### src/rtl/riscv_pmpchk_arb.sv
// riscv_pmpchk_arb: shares one PMP checker between the instruction-fetch (IF) and
// data-memory (DM) requesters.
//   Per requester (if_*/dm_*): req/adr/size(/we) in, gnt pulse out,
//     rsp_valid/rsp_exc out, rsp_ready in.
//   Checker side (chk_*): instr/adr/size/we/stall out, exc in.
// The request payload is latched at grant and held from CHECK through RESP, so the
// checker sees stable inputs for both of its pipeline cycles.

package riscv_pmpchk_arb_pkg;
    typedef logic [2:0] biu_size_t;
    localparam biu_size_t WORD = 3'd2;
endpackage

module riscv_pmpchk_arb
    import riscv_pmpchk_arb_pkg::*;
#(
    parameter int unsigned XLEN         = 32,
    parameter int unsigned PLEN         = (XLEN == 32) ? 34 : 56,
    parameter int unsigned STARVE_LIMIT = 4
) (
    input  logic            clk_i,
    input  logic            rst_ni,

    input  logic            if_req_i,
    input  logic [PLEN-1:0] if_adr_i,
    input  biu_size_t       if_size_i,
    output logic            if_gnt_o,
    output logic            if_rsp_valid_o,
    output logic            if_rsp_exc_o,
    input  logic            if_rsp_ready_i,

    input  logic            dm_req_i,
    input  logic [PLEN-1:0] dm_adr_i,
    input  biu_size_t       dm_size_i,
    input  logic            dm_we_i,
    output logic            dm_gnt_o,
    output logic            dm_rsp_valid_o,
    output logic            dm_rsp_exc_o,
    input  logic            dm_rsp_ready_i,

    output logic            chk_instr_o,
    output logic [PLEN-1:0] chk_adr_o,
    output biu_size_t       chk_size_o,
    output logic            chk_we_o,
    output logic            chk_stall_o,
    input  logic            chk_exc_i
);

    localparam int unsigned SW = $clog2(STARVE_LIMIT + 1);

    typedef enum logic [1:0] {IDLE, CHECK, RESP} state_t;

    state_t          state_q;
    logic            owner_if_q;
    logic            if_rsp_valid_q;
    logic            dm_rsp_valid_q;
    logic            chk_instr_q;
    logic [PLEN-1:0] chk_adr_q;
    biu_size_t       chk_size_q;
    logic            chk_we_q;
    logic            chk_stall_q;
    logic [SW-1:0]   starve_q;
    logic [SW-1:0]   starve_d;

    logic owner_rdy;
    logic arb_en;
    logic starved;
    logic if_win;
    logic dm_win;

    // Arbitration: open in IDLE or on the owner's response-accept cycle.
    always_comb begin
        owner_rdy = owner_if_q ? if_rsp_ready_i : dm_rsp_ready_i;
        arb_en    = (state_q == IDLE) || ((state_q == RESP) && owner_rdy);
        starved   = (starve_q == SW'(STARVE_LIMIT));
        if_win    = arb_en && if_req_i && (!dm_req_i || starved);
        dm_win    = arb_en && dm_req_i && !if_win;

        // Count data grants that overtake a waiting instruction request.
        starve_d = starve_q;
        if (if_win) begin
            starve_d = '0;
        end else if (dm_win) begin
            if (!if_req_i)    starve_d = '0;
            else if (!starved) starve_d = starve_q + SW'(1);
        end
    end

    // State, latched checker payload and registered response flags.
    always_ff @(posedge clk_i or negedge rst_ni) begin
        if (!rst_ni) begin
            state_q        <= IDLE;
            owner_if_q     <= 1'b0;
            if_rsp_valid_q <= 1'b0;
            dm_rsp_valid_q <= 1'b0;
            chk_instr_q    <= 1'b0;
            chk_adr_q      <= '0;
            chk_size_q     <= WORD;
            chk_we_q       <= 1'b0;
            chk_stall_q    <= 1'b1;
            starve_q       <= '0;
        end else begin
            starve_q <= starve_d;
            case (state_q)
                IDLE, RESP: begin
                    if (if_win || dm_win) begin
                        state_q        <= CHECK;
                        owner_if_q     <= if_win;
                        chk_instr_q    <= if_win;
                        chk_adr_q      <= if_win ? if_adr_i : dm_adr_i;
                        chk_size_q     <= if_win ? if_size_i : dm_size_i;
                        chk_we_q       <= if_win ? 1'b0 : dm_we_i;
                        chk_stall_q    <= 1'b0;
                        if_rsp_valid_q <= 1'b0;
                        dm_rsp_valid_q <= 1'b0;
                    end else if ((state_q == RESP) && owner_rdy) begin
                        state_q        <= IDLE;
                        if_rsp_valid_q <= 1'b0;
                        dm_rsp_valid_q <= 1'b0;
                    end
                end
                CHECK: begin
                    // Checker has registered its match state; result is valid next cycle.
                    state_q        <= RESP;
                    chk_stall_q    <= 1'b1;
                    if_rsp_valid_q <= owner_if_q;
                    dm_rsp_valid_q <= !owner_if_q;
                end
                default: state_q <= IDLE;
            endcase
        end
    end

    assign if_gnt_o       = if_win;
    assign dm_gnt_o       = dm_win;
    assign if_rsp_valid_o = if_rsp_valid_q;
    assign dm_rsp_valid_o = dm_rsp_valid_q;
    // Exception is passed straight through from the checker to the owner only.
    assign if_rsp_exc_o   = if_rsp_valid_q & chk_exc_i;
    assign dm_rsp_exc_o   = dm_rsp_valid_q & chk_exc_i;
    assign chk_instr_o    = chk_instr_q;
    assign chk_adr_o      = chk_adr_q;
    assign chk_size_o     = chk_size_q;
    assign chk_we_o       = chk_we_q;
    assign chk_stall_o    = chk_stall_q;

endmodule
### config.mk
export PLATFORM = sky130hd
export DESIGN_NAME = riscv_pmpchk_arb
export DESIGN_NICKNAME = d
export VERILOG_FILES = /design/src/rtl/riscv_pmpchk_arb.sv
export SDC_FILE = /design/constraint.sdc
export NUM_CORES = 1
export LEC_CHECK = 0
export CORE_MARGIN = 2
export CORE_UTILIZATION = 40
export CTS_CLUSTER_SIZE = 24
export DETAILED_ROUTE_END_ITERATION = 6
export GPL_ROUTABILITY_DRIVEN = 0
export HOLD_SLACK_MARGIN = 0.12
export PLACE_DENSITY = 0.81
export SYNTH_ARGS = -nofsm -noshare
export SYNTH_HDL_FRONTEND = slang
export SYNTH_SLANG_ARGS = --single-unit
export TNS_END_PERCENT = 20
### constraint.sdc
create_clock -name clk_i -period 4.08 [get_ports clk_i]
set_input_delay 0.408 -clock clk_i [delete_from_list [all_inputs] [get_ports clk_i]]
set_output_delay 0.408 -clock clk_i [all_outputs]
set_load 0.02 [all_outputs]
==> summary.md <==
| Metric | Value |
|---|---|
| Status | finished, final reports clean |
| FF-to-FF setup slack | 1680 ps |
| RSZ-0062 raised after global routing | no |
| Synth area leaders | dfrtp_1 46%, a221o_1 15%, a2111oi_0 13% |
| CTS tree | yes |
| Final worst setup slack | between 1000 and 1500 ps |
| Reg-to-reg startpoint | chk_instr_o$_DFFE_PN0P_ |
| Post-synth top area share | 45.7% |
| Share of layout cells above drive strength 1 | 6.51% |
| Fin. Hold Viols | 0 |
| Drt drc | 0 |
| Synth warn | 0 |
| Layout area overhead | 55.1% |
| Max Cap Viol | 0 |
| Clock skew | 7.81 ps |
| # IOs | around 130 |
| Worst-path clk slew | 90 ps |
| Vias post-DR | 2339 |
| Sw frac | 40.3% |
| Least-Margin Pin Slew | 1050 ps |
| Worst path arrival time | 2470 ps |
| Initial drt markers | 190 |
| Crit. End Element | output port |
| Synth unique cells | 29 |
| Largest net degree at the start of global routing | 48 |
| Htree depth | 2 |
| Mapped Cells | roughly 220 |
| FF+latch count, synth | 47 |
| Worst EP required | 3670 ps |
| CP Class | reg -> out |
| Total negative slack | 0 ps |
| First-pass GRT wire length | approximately 11000 um |
| Placed cells | ~410 |
| Chip width | 82.5 um |
| Root buffer cell | clkbuf_8 |
| Dpl hpwl | 4860 um |
| Clk_lat worst skew | 290 ps |
| Leak | approximately 0.0016 uW |
| Clk sink count | 47 |
| Core Area | about 5900 um^2 |
| # setup viols final | 0 |
| Die height | 82.5 um |
| Crit path max fanout | 23 |
| Avg Inst Size Synth | 11.0 um^2 |
| Hold_buf cts | 0 |
| Starting Density | 41.6% |
| Min cycle time layout | 2880 ps |
| Pre-Repair DR Iteration Count | 4 |
| Post-synth top area cell | dfrtp_1 |
| Nets@finish | approximately 420 |
| Net Count, Synth | 308 |
| GRT Total Usage | 21.6% |
| Pre-CTS setup slack | 1270 ps |
| Cell Area, Synth | roughly 2500 um^2 |
| Final worst path period share | 70.5% |
| Seq/Total Area, Yosys | 47.9% |
| Max Root-Sink Buffers | 2 |
| FF-to-FF End | chk_adr_o[11]$_DFFE_PN0P_ |
| Int Pwr | 1510 uW |
| Gate power share | 54.1% |
| Post-CTS Setup Repair Bufs | 0 |
| Buffers on Ports | around 130 |
| Drt total wl | 7130 um |
| Clock power frac | a little over a tenth |
| Core Rows | 28 |
| Worst ir drop on vdd | 0.348 mV |
| Worst r2r path cells | 4 |
| Post-cts sizing count | 0 |
| # diodes | 0 |
| Vias in the first global route | around 2300 |
| P_sw | around 1000 uW |
| Cts bufs inserted | 5 |
| Via/cell ratio | 5.66 |
| Die area | about 7000 um^2 |
| Wire length per cell | approximately 17 um |
| Element type at the critical path start | flip-flop |
| Initial antenna violation count | 0 |
| Hold crit path type | in -> async |
| Final ANT Viol Nets | 0 |
| Peak Freq | around 0.35 GHz |
| Finished Layout Cells | just over 400 |
| Sequential power share | between 30% and 40% |
| Pwr dens | 661 nW/um^2 |
| Fin. max-slew vios | 0 |
| Rel. slew slack | 29.8% |
| GRT overflow | 0 |
[cell usage after synthesis (all sizes together)]
library cell  count
nand2b            2
a211oi            1
dfstp             2
buf              13
nor4b             2
nor3              1
mux2i             1
a32o              2
nand2             4
a221o            38
dfrtp            45
a22o              4
clkbuf           14
a21o              1
a2111oi          38
ha                2
o21ai             3
and3              1
nor2              3
inv              42
a211o             1
a21boi            1
and2              2
mux2              1
[final cells by class]
type | instances | area (um^2)
fill | 484 | 2100
timing repair buffer | 133 | 1320
sequential | 47 | 1180
multi-input combinational | 108 | 977
inverter | 42 | 158
tap | 75 | 93.8
clock buffer | 5 | 68.8
clock inverter | 3 | 20.0
[critical path, stage by stage (launching register included)]
cell and delay [ps]:
dfrtp_1 490, mux2i_4 650, buf_4 350, a211oi_2 110, clkdlybuf4s50_1 560
[kinds of logic (layout without fill, tap and decap cells)]
group,count (synthesis),count (layout),synth area share [%]
buffers and inverters,69,183,12.8
adder cells (fa/ha/maj),2,2,1.02
AO/OA/AOI/OAI,89,89,34.0
multiplexers,2,2,1.02
AND/OR/NAND/NOR,15,15,3.25
flip-flops,47,47,47.9
[power by group through the flow]
stage | sequential [uW] | clock, uW | combinational (uW)
finish | 881 | 277 | 1370
global route | 916 | 304 | 1470
CTS | 881 | 288 | 1370
detailed placement | 879 | 0 | 1370
global placement | 883 | 0 | 1340
floorplan | 1070 | 0 | 568
[worst max path at each step]
stage / from / endpoint / depth (start not counted)
CTS: chk_instr_o$_DFFE_PN0P_ / dm_gnt_o / 4
finish: chk_instr_o$_DFFE_PN0P_ / dm_gnt_o / 4
floorplan: starve_q[0]$_DFFE_PN0P_ / dm_gnt_o / 6
global placement: dm_rsp_ready_i / dm_gnt_o / 5
global route: chk_instr_o$_DFFE_PN0P_ / dm_gnt_o / 4
detailed placement: dm_rsp_ready_i / dm_gnt_o / 5
[cells in the final DEF (no fill, tap or decap), types with 2 or more instances in the layout]
cell type	count
a2111oi_0	37
clkinvlp_4	2
ha_1	2
dfrtp_1	45
a22o_1	4
dfstp_2	2
clkdlybuf4s50_1	126
nor4b_1	2
a32o_1	2
buf_4	5
and2_1	2
nand2b_1	2
nor2_1	3
clkbuf_8	5
nand2_1	4
o21ai_0	2
a221o_1	38
inv_1	41
[sequential cells by signal (all words and copies together) (netlist names)]
register / cells
state_q: 2
chk_we_o: 1
if_rsp_valid_o: 1
chk_instr_o: 1
chk_size_o: 3
dm_rsp_valid_o: 1
starve_q: 3
chk_stall_o: 1
chk_adr_o: 34
[metal layers]
metal  vias up  track usage [%]  part of all wire [%]
met3         4             4.24                   8.2
li1       1107                -                     -
met4         0             4.67                  0.44
met5         -                0                     0
met1      1122             30.6                    44
met2       106             34.3                    47
[per-stage QoR]
step | area [um^2] | hold WS [ps] | total power [uW] | utilization [%]
global placement | 3730 | 462 | 2220 | 63.0
global route | 3820 | 378 | 2690 | 64.5
detailed placement | 3730 | 473 | 2250 | 63.0
floorplan | 2460 | 112 | 1640 | -
CTS | 3820 | 326 | 2540 | 64.5
finish | 3820 | 301 | 2520 | 64.5
(Power assumes the default switching activity.)
